==> config.mk <==
export PLATFORM = sky130hd
export DESIGN_NAME = multi_ch_sample_trig
export DESIGN_NICKNAME = d
export VERILOG_FILES = /design/src/rtl/la_pkg.sv /design/src/rtl/ch_sample_slice.sv /design/src/rtl/multi_ch_sample_trig.sv
export SDC_FILE = /design/constraint.sdc
export NUM_CORES = 1
export LEC_CHECK = 0
export BUFFER_PORTS_ARGS = -buffer_cell sky130_fd_sc_hd__buf_2
export CAP_MARGIN = 25
export CORE_ASPECT_RATIO = 1.75
export CORE_MARGIN = 2
export CORE_UTILIZATION = 56
export CTS_CLUSTER_SIZE = 40
export DETAILED_ROUTE_END_ITERATION = 8
export PLACE_DENSITY = 0.87
export SLEW_MARGIN = 20
export SYNTH_ARGS = -nofsm -noshare
export SYNTH_HDL_FRONTEND = slang
export SYNTH_SLANG_ARGS = --single-unit
==> constraint.sdc <==
create_clock -name clk -period 2.4 [get_ports clk]
set_input_delay 0.12 -clock clk [delete_from_list [all_inputs] [get_ports clk]]
set_output_delay 0.12 -clock clk [all_outputs]
set_load 0.05 [all_outputs]
==> src/rtl/la_pkg.sv <==
// Shared types for the multi-channel sampler/trigger engine.
// Trigger config field layout per channel and the capture FSM encoding.
package la_pkg;

  localparam int TRIG_CFG_W = 5;

  // Bit order matches the per-channel slice of trig_cfg: [4]pos [3]neg [2]high [1]low [0]dc.
  typedef struct packed {
    logic pos;
    logic neg;
    logic high;
    logic low;
    logic dc;
  } trig_cfg_t;

  typedef enum logic [1:0] {
    ST_IDLE  = 2'd0,
    ST_ARMED = 2'd1,
    ST_POST  = 2'd2,
    ST_DONE  = 2'd3
  } fsm_t;

endpackage

==> src/rtl/ch_sample_slice.sv <==
// One analyser channel: comparator synchroniser, sample history, packing
// shift register and the channel's trigger term.
module ch_sample_slice
  import la_pkg::*;
#(
  parameter int SYNC_STG = 2,
  parameter int SPW      = 4
) (
  input  logic             clk,
  input  logic             rst_n,
  input  logic             i_wrt_smpl,
  input  logic             i_hist_vld,
  input  logic             i_ch_h,
  input  logic             i_ch_l,
  input  trig_cfg_t        i_cfg,
  output logic [2*SPW-1:0] o_word,
  output logic             o_term
);

  logic [SYNC_STG-1:0] r_sync_h;
  logic [SYNC_STG-1:0] r_sync_l;
  logic                r_prev_h;
  logic                r_prev_l;
  logic [2*SPW-1:0]    r_word;
  logic                w_hs;
  logic                w_ls;
  logic                w_pos;
  logic                w_neg;
  logic [2*SPW+1:0]    w_shift;

  assign w_hs = r_sync_h[SYNC_STG-1];
  assign w_ls = r_sync_l[SYNC_STG-1];

  // Wide concatenation keeps the shift legal even when SPW == 1.
  assign w_shift = {r_word, w_hs, w_ls};

  always_ff @(posedge clk or negedge rst_n) begin
    if (!rst_n) begin
      r_sync_h <= '0;
      r_sync_l <= '0;
      r_prev_h <= 1'b0;
      r_prev_l <= 1'b0;
      r_word   <= '0;
    end else begin
      r_sync_h <= {r_sync_h[SYNC_STG-2:0], i_ch_h};
      r_sync_l <= {r_sync_l[SYNC_STG-2:0], i_ch_l};
      if (i_wrt_smpl) begin
        r_prev_h <= w_hs;
        r_prev_l <= w_ls;
        r_word   <= w_shift[2*SPW-1:0];
      end
    end
  end

  // Edges need a real previous sample; before the first strobe they read as false.
  assign w_pos = i_hist_vld & w_hs & ~r_prev_h;
  assign w_neg = i_hist_vld & ~w_ls & r_prev_l;

  always_comb begin
    o_term = 1'b0;
    if (i_cfg.dc) begin
      o_term = 1'b1;
    end else if (i_cfg != '0) begin
      o_term = (~i_cfg.pos  | w_pos) &
               (~i_cfg.neg  | w_neg) &
               (~i_cfg.high | w_hs)  &
               (~i_cfg.low  | ~w_ls);
    end
  end

  assign o_word = r_word;

endmodule

==> src/rtl/multi_ch_sample_trig.sv <==
// N-channel sampler and trigger engine between the AFE comparators and the
// capture RAM write logic: packs decimated samples and runs arm/trigger/post-count.
module multi_ch_sample_trig
  import la_pkg::*;
#(
  parameter int NUM_CH   = 5,
  parameter int SYNC_STG = 2,
  parameter int SPW      = 4,
  parameter int CNT_W    = 9
) (
  input  logic                         clk,
  input  logic                         rst_n,
  input  logic                         wrt_smpl,
  input  logic [NUM_CH-1:0]            CH_H,
  input  logic [NUM_CH-1:0]            CH_L,
  input  logic [TRIG_CFG_W*NUM_CH-1:0] trig_cfg,
  input  logic                         set_armed,
  input  logic                         clr_trig,
  input  logic [CNT_W-1:0]             post_cnt,
  output logic [2*SPW*NUM_CH-1:0]      smpl,
  output logic                         smpl_vld,
  output logic                         armed,
  output logic                         trig_det,
  output logic                         capt_done
);

  localparam int              PH_W    = (SPW > 1) ? $clog2(SPW) : 1;
  localparam logic [PH_W-1:0] PH_LAST = PH_W'(SPW - 1);

  logic [PH_W-1:0]   r_phase;
  logic              r_smpl_vld;
  logic              r_hist_vld;
  logic [NUM_CH-1:0] w_terms;
  logic              w_trig_all;

  fsm_t              r_state;
  fsm_t              w_next_state;
  logic              w_fire;
  logic              w_cnt_inc;
  logic              r_trig_det;
  logic [CNT_W-1:0]  r_post_cnt;

  for (genvar c = 0; c < NUM_CH; c++) begin : g_ch
    trig_cfg_t w_cfg;
    assign w_cfg = trig_cfg[c*TRIG_CFG_W +: TRIG_CFG_W];

    ch_sample_slice #(
      .SYNC_STG (SYNC_STG),
      .SPW      (SPW)
    ) u_slice (
      .clk        (clk),
      .rst_n      (rst_n),
      .i_wrt_smpl (wrt_smpl),
      .i_hist_vld (r_hist_vld),
      .i_ch_h     (CH_H[c]),
      .i_ch_l     (CH_L[c]),
      .i_cfg      (w_cfg),
      .o_word     (smpl[c*2*SPW +: 2*SPW]),
      .o_term     (w_terms[c])
    );
  end

  assign w_trig_all = &w_terms;

  // Phase runs off the sample strobe alone so word framing survives arm/clear.
  always_ff @(posedge clk or negedge rst_n) begin
    if (!rst_n) begin
      r_phase    <= '0;
      r_smpl_vld <= 1'b0;
      r_hist_vld <= 1'b0;
    end else begin
      r_smpl_vld <= wrt_smpl && (r_phase == PH_LAST);
      if (wrt_smpl) begin
        r_hist_vld <= 1'b1;
        r_phase    <= (r_phase == PH_LAST) ? '0 : r_phase + 1'b1;
      end
    end
  end

  // Abort wins over everything; a trigger in the same cycle as clr_trig is dropped.
  always_comb begin
    w_next_state = r_state;
    w_fire       = 1'b0;
    w_cnt_inc    = 1'b0;
    if (clr_trig) begin
      w_next_state = ST_IDLE;
    end else begin
      case (r_state)
        ST_IDLE: begin
          if (set_armed) w_next_state = ST_ARMED;
        end
        ST_ARMED: begin
          if (wrt_smpl && w_trig_all) begin
            w_next_state = ST_POST;
            w_fire       = 1'b1;
          end
        end
        ST_POST: begin
          if (wrt_smpl) begin
            if (r_post_cnt == post_cnt) w_next_state = ST_DONE;
            else                        w_cnt_inc    = 1'b1;
          end
        end
        ST_DONE: begin
          if (set_armed) w_next_state = ST_ARMED;
        end
        default: w_next_state = ST_IDLE;
      endcase
    end
  end

  always_ff @(posedge clk or negedge rst_n) begin
    if (!rst_n) begin
      r_state    <= ST_IDLE;
      r_trig_det <= 1'b0;
      r_post_cnt <= '0;
    end else begin
      r_state    <= w_next_state;
      r_trig_det <= w_fire;
      if (w_fire)         r_post_cnt <= '0;
      else if (w_cnt_inc) r_post_cnt <= r_post_cnt + 1'b1;
    end
  end

  assign smpl_vld  = r_smpl_vld;
  assign trig_det  = r_trig_det;
  assign armed     = (r_state == ST_ARMED);
  assign capt_done = (r_state == ST_DONE);

endmodule

# Yosys cells after proc, flatten, opt, wreduce, memory -nomap -nowiden
# Index checks and enable logic that the tools add are counted.
word_totals:
  reg_bits: 86
  inputBits: 49
  output_inout_bits: 44
  wordCells: 165
classes:
  n_addsub: 2
  n_eq_ne: 9
  muxes: 26
  bitwise: 85
  n_reduce_logical: 12
op_table:
  columns: ["op", "n"]
  rows:
  - ["bitwise AND 1 bit", 35]
  - ["inverter 1 bit", 30]
  - ["nonzero test 5 bit", 5]
  - ["bitwise OR 1 bit", 20]
  - ["2-to-1 mux 9 bit", 2]
  - ["2-to-1 mux 1 bit", 17]
  - ["2-to-1 mux 2 bit", 6]
  - ["adder 9 x 1 -> 9 bit (second input constant)", 1]
  - ["equality test 9 bit", 1]
  - ["equality test 2 bit (second input constant)", 3]
  - ["inequality test 3 bit (second input constant)", 2]
  - ["case mux 2 bit (3 select lines)", 1]
  - ["AND reduction 5 bit", 1]
  - ["AND reduction 4 bit", 1]
  - ["inequality test 3 x 1 -> 1 bit (second input constant)", 1]
  - ["inequality test 3 x 2 -> 1 bit (second input constant)", 1]
  - ["adder 2 x 1 -> 2 bit (second input constant)", 1]
  - ["equality test 2 x 1 -> 1 bit (second input constant)", 1]
  - ["logical AND 1 bit", 2]
  - ["zero test 2 bit", 1]
  - ["nonzero test 2 bit", 1]
  - ["OR reduction 2 bit", 1]

# Longest topological paths before layout
# Gate-level depths: netlist of the first run.
logic_depth:
  depth_word: 15
  depth_mapped: 9
  mapped_depth_nobuf: 8

# Hierarchy
# From an unflattened synthesis of the first run, not the netlist that was laid out.
unflattened:
  cells_unflattened: 264
  area_unflattened_um2: 3369.5
by_module_without_submodules:
  columns: ["module", "n_inst", "cells_per_inst", "area_each_um2", "seq_area_each_um2"]
  rows:
  - ["ch_sample_slice", 5, 31, 456.7, 300.3]
  - ["multi_ch_sample_trig", 1, 109, 1086.0, 400.4]

# Worst setup path before layout of the first run
# No wires, ideal clock.
synth_timing:
  path_kind: "register to register"
  from: "register r_state[1]"
  to: "register r_state[1]"
  setup_time_ps: 90
  arrival_ps: 1592
  t_required_ps: 2310
  path_slack_ps: 718
  path_stages_with_launch: 6
  path_buffers: 0
  synth_period_minus_slack_ps: 1682
  cell_sequence: "dfrtp_1 -> inv_1 -> ha_1 -> inv_1 -> or3_1 -> o221ai_1"
synth_between:
  elab_cells_between_ends: 12
  classes_between: "eq/ne: 7; mux: 2; reduce/logical: 3"
synth_rtl:
  columns: ["item", "line", "text"]
  rows:
  - ["start, declared", "multi_ch_sample_trig.sv:36", "fsm_t r_state;"]
  - ["start signal, assigned", "multi_ch_sample_trig.sv:118", "r_state <= w_next_state;"]
  - ["equality test 2 x 1 -> 1 bit *", null, null]
  - ["via armed", "multi_ch_sample_trig.sv:22", "output logic armed,"]
  - ["inequality test 3 x 2 -> 1 bit (no source line) or case mux 2 bit (3 select lines) (tied branches)", null, null]
  - ["AND reduction 4 bit (no source line) or 2-to-1 mux 2 bit (tied branches)", null, null]
# The timed path passes the listed nets; every way through them passes the cells marked *.
# A chain may end at the register's enable or synchronous reset.

# Final worst setup path of the first run
layout_timing:
  from: "register r_hist_vld"
  to: "register r_post_cnt[4]"
layout_between:
  elab_chain_len: 14
  elab_cells_between_ends: 62
  classes_between: "mux: 14; bitwise: 45; reduce/logical: 3"
layout_lines:
  columns: ["item", "line", "text"]
  rows:
  - ["start, declared", "multi_ch_sample_trig.sv:32", "logic r_hist_vld;"]
  - ["start signal, assigned", "multi_ch_sample_trig.sv:70", "r_hist_vld <= 1'b0;"]
  - ["start signal, assigned", "multi_ch_sample_trig.sv:74", "r_hist_vld <= 1'b1;"]
  - ["bitwise AND 1 bit, on equally long branches (2 in a row)", "ch_sample_slice.sv:56, ch_sample_slice.sv:57", null]
  - ["bitwise OR 1 bit, on equally long branches", "ch_sample_slice.sv:64, ch_sample_slice.sv:65", null]
  - ["bitwise AND 1 bit", "ch_sample_slice.sv:64", "o_term = (~i_cfg.pos | w_pos) &"]
  - ["bitwise AND 1 bit", "ch_sample_slice.sv:65", "(~i_cfg.neg | w_neg) &"]
  - ["bitwise AND 1 bit", "ch_sample_slice.sv:66", "(~i_cfg.high | w_hs) &"]
  - ["2-to-1 mux 1 bit", "ch_sample_slice.sv:63", "end else if (i_cfg != '0) begin"]
  - ["2-to-1 mux 1 bit", "ch_sample_slice.sv:61", "if (i_cfg.dc) begin"]
  - ["AND reduction 5 bit *", "multi_ch_sample_trig.sv:63", "assign w_trig_all = &w_terms;"]
  - ["logical AND 1 bit *", "multi_ch_sample_trig.sv:93", "if (wrt_smpl && w_trig_all) begin"]
  - ["2-to-1 mux 1 bit *", "multi_ch_sample_trig.sv:93", null]
  - ["2-to-1 mux 1 bit *", "multi_ch_sample_trig.sv:88", "case (r_state)"]
  - ["2-to-1 mux 1 bit *", "multi_ch_sample_trig.sv:85", "if (clr_trig) begin"]
  - ["2-to-1 mux 9 bit or nonzero test 2 bit (tied branches)", null, null]
  - ["end signal, assigned", "multi_ch_sample_trig.sv:121", "else if (w_cnt_inc) r_post_cnt <= r_post_cnt + 1'b1;"]
  - ["end, declared", "multi_ch_sample_trig.sv:41", "logic [CNT_W-1:0] r_post_cnt;"]
# Mark *: on every way between the ends. The rest lies on a longest branch, timed or not.

==> flow_summary.json, run 1 <==
{
  "p_clk_share_pct": 25.5,
  "async_reset_ff_share_pct": 100.0,
  "power.switching_uw": 1367,
  "cp.required_ps": 2630,
  "seqPwrFrac_pct": 43.3,
  "max_freq_mhz": 514.4,
  "power_uw": 3765,
  "cts_tree": "built",
  "rows": 37,
  "clock_path_buffers": 2,
  "nets": 401,
  "min_period_over_period_pct": 81.00,
  "dr_total_vias": 2253,
  "cts_max_level": 3,
  "yosys-top-cells-count": "dfrtp_1 (76), mux2_2 (38), buf_4 (11), nand2_1 (11), xnor2_1 (9)",
  "synthSimpleGateAreaFrac_pct": 10.10,
  "synth_most_common_cell": "dfrtp_1",
  "antenna_found_initial": 0,
  "gp_congestion": 0.8483,
  "synthMuxAreaShare_pct": 14.55,
  "clk_latency_ps": 340,
  "hp-class": "in -> reg",
  "synth-warning-count": 0,
  "ir_drop_mv": 0.5059,
  "cp-start-kind": "flop",
  "diodes": 0,
  "netlist_area_um2": 3319,
  "tns_ps": 0,
  "p_leak_uw": 0.001917,
  "floorplan.initialDensity_pct": 57.36,
  "maxCapViolations": 0,
  "synth_xor_area_share_pct": 4.712,
  "hold_violations": 0,
  "syn_to_final_growth_pct": 22.92,
  "yosysUniqueCellTypes": 51,
  "critPathKind": "reg -> reg",
  "fp.dieH_um": 105.9,
  "netlist_top_cells_area": "dfrtp_1 (57%), mux2_2 (13%), buf_4 (2.5%)",
  "synth_fa_ha_area_share_pct": 1.885,
  "finalSetupViolations": 0,
  "status": "finished, final reports clean",
  "swShare_pct": 36.32,
  "avgSynthCellArea_um2": 13.33,
  "grt_usage_pct": 20.83,
  "dpl.hpwl_um": 4688,
  "grt_max_degree": 77,
  "finClkSkew_ps": 8.191,
  "drc": 0,
  "rsz0062_at_grt": "false",
  "syn_nets": 303,
  "drt-initial-drc-count": 102,
  "core-area_um2": 5787,
  "ctsResizeCount": 0,
  "drt-pass1-iter-count": 4,
  "ys_ff_latch": 76,
  "min_period_ps": 1944,
  "fp.dieW_um": 62.20,
  "comb_power_share_pct": 31.2,
  "synth_top_area_share_pct": 57.29,
  "overflow": 0,
  "synth_edf_count": 0,
  "synthCells": 249,
  "pwr_density_cell_nw_per_um2": 922.6,
  "synth_top_family_by_area": "multiplexers",
  "port_buffers": 92,
  "cts-root-buf": "clkbuf_8",
  "grt_pass1_wl_um": 10490,
  "slew_viol_final": 0,
  "layout-drive-gt1-share_pct": 47.73,
  "synth_compound_area_share_pct": 6.521,
  "wl_per_cell_um": 14.67,
  "slew_headroom_pct": 38.26,
  "grt_pass1_vias": 2305,
  "p_int_uw": 2397,
  "worstMarginPinSlew_ps": 926.1,
  "worstPathMaxFanout": 10,
  "cts_num_sinks": 76,
  "vias_per_cell": 5.240,
  "drt-total-wl_um": 6306,
  "io_pins": 93,
  "synth_ff_type": "dfrtp_1",
  "postRouteAntennaNets": 0,
  "yosys.area.top_type": "dfrtp_1",
  "yosysSeqAreaShare_pct": 57.29,
  "cts_buffers": 9,
  "die_area_um2": 6584,
  "arrival_ps": 2180,
  "end_kind": "flop",
  "clk_pin_slew_ps": 80
}
through the flow:
stage | std cells | utilization [%] | hold WS [ps] | setup slack [ps] | cell area, um^2
final | 430 | 70.51 | 160.9 | 456.1 | 4080
after global routing | 430 | 70.51 | 178.6 | 274.4 | 4080
after CTS | 430 | 70.51 | 135.4 | 442.2 | 4080
after detailed placement | 402 | 64.95 | 229.3 | 469.3 | 3759
after global placement | 402 | 64.95 | 229.5 | 566.9 | 3759
after floorplan | 249 | - | -175.6 | 717.7 | 3319
cell usage in the layout (no fill, tap or decap), types with 4 or more instances in the layout:
master         count
o21ai_0            5
xor2_1             7
clkinv_2           5
dfrtp_1           76
nor2_2             8
ha_1               5
mux2_2            38
and2_1             4
clkbuf_8          11
mux2_1             4
nand4_1            5
nand3b_1           4
dlygate4sd3_1     12
xnor2_1            9
buf_2             91
inv_1              6
nand2_1           11
nor2_1             5
cells by family (layout without fill, tap and decap cells):
group	count (synthesis)	after routing
AOI/OAI and AO/OA	26	26
DFF	76	76
adders and majority gates	5	5
xor gates and xnor gates	17	17
and+or+nand+nor	56	56
muxes	43	43
buffers and inverters	26	129
power by group through the flow:
stage | registers [uW] | logic (uW) | clock network, uW
CTS | 1630 | 1190 | 987
global route | 1660 | 1260 | 1030
finish | 1630 | 1180 | 958
floorplan | 1980 | 577 | 0
detailed placement | 1660 | 1170 | 0
global placement | 1640 | 1140 | 0
repair_timing:
item,CTS,global route
hold buffers,12,0
buffers inserted,0,0
hold endpoints to repair,87,0
path summary, 6_finish.rpt:
path / cells after the start / endpoint / slack (ps) / start
min in group asynchronous: 2 / r_post_cnt[2] / 460 / rst_n
min: 4 / r_state[0] / 160 / set_armed
max reg2reg: 7 / r_post_cnt[4] / 460 / r_hist_vld
max: 7 / r_post_cnt[4] / 460 / r_hist_vld
max in group asynchronous: 2 / g_ch[4].u_slice.o_word[6] / 1350 / rst_n
min reg2reg: 0 / g_ch[0].u_slice.r_sync_l[1] / 350 / g_ch[0].u_slice.r_sync_l[0]
sequential cells by signal (all words and copies together), names as in the netlist:
signal	cells
g_ch.u_slice.r_sync_h	10
r_post_cnt	9
smpl_vld	1
g_ch.u_slice.r_sync_l	10
g_ch.u_slice.o_word	40
trig_det	1
r_hist_vld	1
r_state	2
r_phase	2
cell type report:
type	count	area, um^2
clock buffers	11	151.4
clock inverters	5	50.05
fillers	419	1707
inverters	7	27.53
multi-input cells	147	1254
flip-flops and latches	76	1902
well taps	78	97.59
repair buffers	106	598.1
worst max-delay path, stage by stage (launching register included):
cell	delay, ps
dfrtp_1	520
nand2_1	90
a222oi_1	290
a31oi_1	140
nor4_2	260
and4b_1	250
buf_4	220
nor2_2	60
routing by layer:
metal	global-route usage, %	routed length (um)	up-vias
met5	0	0	-
met1	22.36	2337	1102
met4	9.841	129	0
li1	-	-	1055
met3	6.937	357	14
met2	36.65	3482	82
No activity file was read; power rests on OpenSTA's default activity.
==> inputs of run 2 (changes only) <==
- CORE_UTILIZATION: 56 -> 47
- PLACE_DENSITY: 0.87 -> 0.78
- clock period: 2.4 -> 1.64 ns (I/O delays scaled with it)
==> run 2 against run 1 <==
Compared with the run above: the run now ends with negative setup slack left; clock power grew 100%; critical path type unchanged; via count increased by 2.0%; core utilization down 5.8 points.
==> flow_summary.json, run 2 (same netlist as run 1, synthesis figures left out) <==
{
  "rsz0062_at_grt": "true",
  "postRouteAntennaNets": 0,
  "fp.dieW_um": 67.53,
  "maxCapViolations": 0,
  "grt_pass1_vias": 2428,
  "die_area_um2": 7777,
  "status": "finished, violations left",
  "dpl.hpwl_um": 5157,
  "drt-pass1-iter-count": 4,
  "core-area_um2": 6857,
  "drt-initial-drc-count": 116,
  "met1_usage_pct": 20.34,
  "vias_per_cell": 5.004,
  "diodes": 0,
  "ir_drop_mv": 0.8279,
  "antenna_found_initial": 0,
  "max_freq_mhz": 581.8,
  "hold_violations": 0,
  "cts_tree": "built",
  "arrival_ps": 1940,
  "drt-total-wl_um": 6938,
  "top_usage_layer": "met2",
  "stdcell_count": 459,
  "slew_viol_final": 0,
  "floorplan.initialDensity_pct": 48.41,
  "finalSetupViolations": 11,
  "cts_buffers": 9,
  "overflow": 0,
  "p_leak_uw": 0.002090,
  "cts-root-buf": "clkbuf_16",
  "grt_max_degree": 77,
  "wl_per_cell_um": 15.12,
  "drc": 0,
  "pwr_density_cell_nw_per_um2": 1425,
  "pre_cts_slack_ps": -163.1,
  "io_pins": 93,
  "layout-drive-gt1-share_pct": 53.07,
  "tns_ps": -682.2,
  "grt_usage_pct": 19.44,
  "clock_path_buffers": 2,
  "cp-start-kind": "flop",
  "nets": 424,
  "gp_congestion": 0.8078,
  "cp.required_ps": 1860,
  "use_met2_pct": 34.77,
  "min_period_ps": 1719,
  "cts_num_sinks": 76,
  "grt_pass1_wl_um": 11160,
  "largest_reg_flops": 40,
  "port_buffers": 92,
  "slew_headroom_pct": 64.98,
  "worstMarginPinSlew_ps": 525.3,
  "rows": 40,
  "clk_pin_slew_ps": 60,
  "syn_to_final_growth_pct": 33.70,
  "final_common_cell": "buf_2",
  "fp.dieH_um": 115.2,
  "cts_max_level": 3,
  "finClkSkew_ps": 9.393,
  "worst_slack_ps": -78.81,
  "dr_total_vias": 2297,
  "hold_ws_ps": 58.11,
  "layout_common_cells": "buf_2 (91), dfrtp_1 (75), mux2_2 (38)",
  "hp-class": "in -> reg",
  "fillers": 553,
  "critPathKind": "reg -> reg",
  "failed_checks": "negative setup slack",
  "end_kind": "flop",
  "grt_use_met3_pct": 5.284,
  "clk_latency_ps": 330,
  "worstPathMaxFanout": 9,
  "min_period_over_period_pct": 104.8,
  "post-place-cells": 427
}
## run 2: changes by cell type in the layout (fill, tap and decap cells not counted), sizes merged
| cell | change |
|---|---|
| clkinvlp | +2 |
| clkinv | -1 |
| clkbuf | -1 |
| buf | +23 |
## run 2: routing by layer
| layer | vias up | part of all wire [%] |
|---|---|---|
| met5 | - | 0 |
| met4 | 0 | 2.8 |
| met3 | 14 | 5.3 |
| met2 | 70 | 56 |
| met1 | 1107 | 36 |
| li1 | 1106 | - |
## run 2: timing repair
item	in CTS	in global routing
endpoints found under the hold margin	87	0
pin swaps	8	1
hold buffers	12	0
setup buffers	4	0
resized for setup	6	4
endpoints found under the setup margin	12	12
## run 2: critical path: stages, from the launching register on
cell and delay (ps):
dfrtp_1 400, xnor2_1 160, nand4_1 200, o31a_1 410, nand2_1 130, xor2_1 260, nor2_4 40
## run 2: worst paths after layout
kind | endpoint | start | slack [ps] | cells past startpoint
hold / removal | r_hist_vld | wrt_smpl | 60 | 2
setup / recovery | r_post_cnt[2] | r_post_cnt[5] | -80 | 6
setup reg to reg | r_post_cnt[2] | r_post_cnt[5] | -80 | 6
max in group asynchronous | r_hist_vld | rst_n | 1000 | 3
hold reg to reg | g_ch[1].u_slice.r_sync_h[1] | g_ch[1].u_slice.r_sync_h[0] | 340 | 0
min in group asynchronous | g_ch[4].u_slice.o_word[6] | rst_n | 300 | 3
## run 2: through the flow
step	power [uW]	utilization [%]	area [um^2]
5_1_grt	6649	64.73	4438
6_report	6325	64.73	4438
3_5_place_dp	4295	57.41	3936
4_1_cts	6343	64.34	4412
2_1_floorplan	3753	-	3322
3_3_place_gp	4225	57.41	3936
## run 2: final cells by class
type / instances / area (um^2) / share of cell area, %
Multi-Input combinational cell: 147 / 1300 / 29.29
Clock buffer: 10 / 239.0 / 5.385
Inverter: 7 / 27.53 / 0.6202
Tap cell: 84 / 105.1 / 2.368
Sequential cell: 76 / 1903 / 42.88
Clock inverter: 6 / 63.81 / 1.438
Timing Repair Buffer: 129 / 799.5 / 18.02
## run 2: report_power, final
| part | switching [uW] | internal (uW) | total, uW |
|---|---|---|---|
| registers | 184 | 2160 | 2350 |
| logic | 1280 | 756 | 2030 |
| clock network | 731 | 1210 | 1940 |
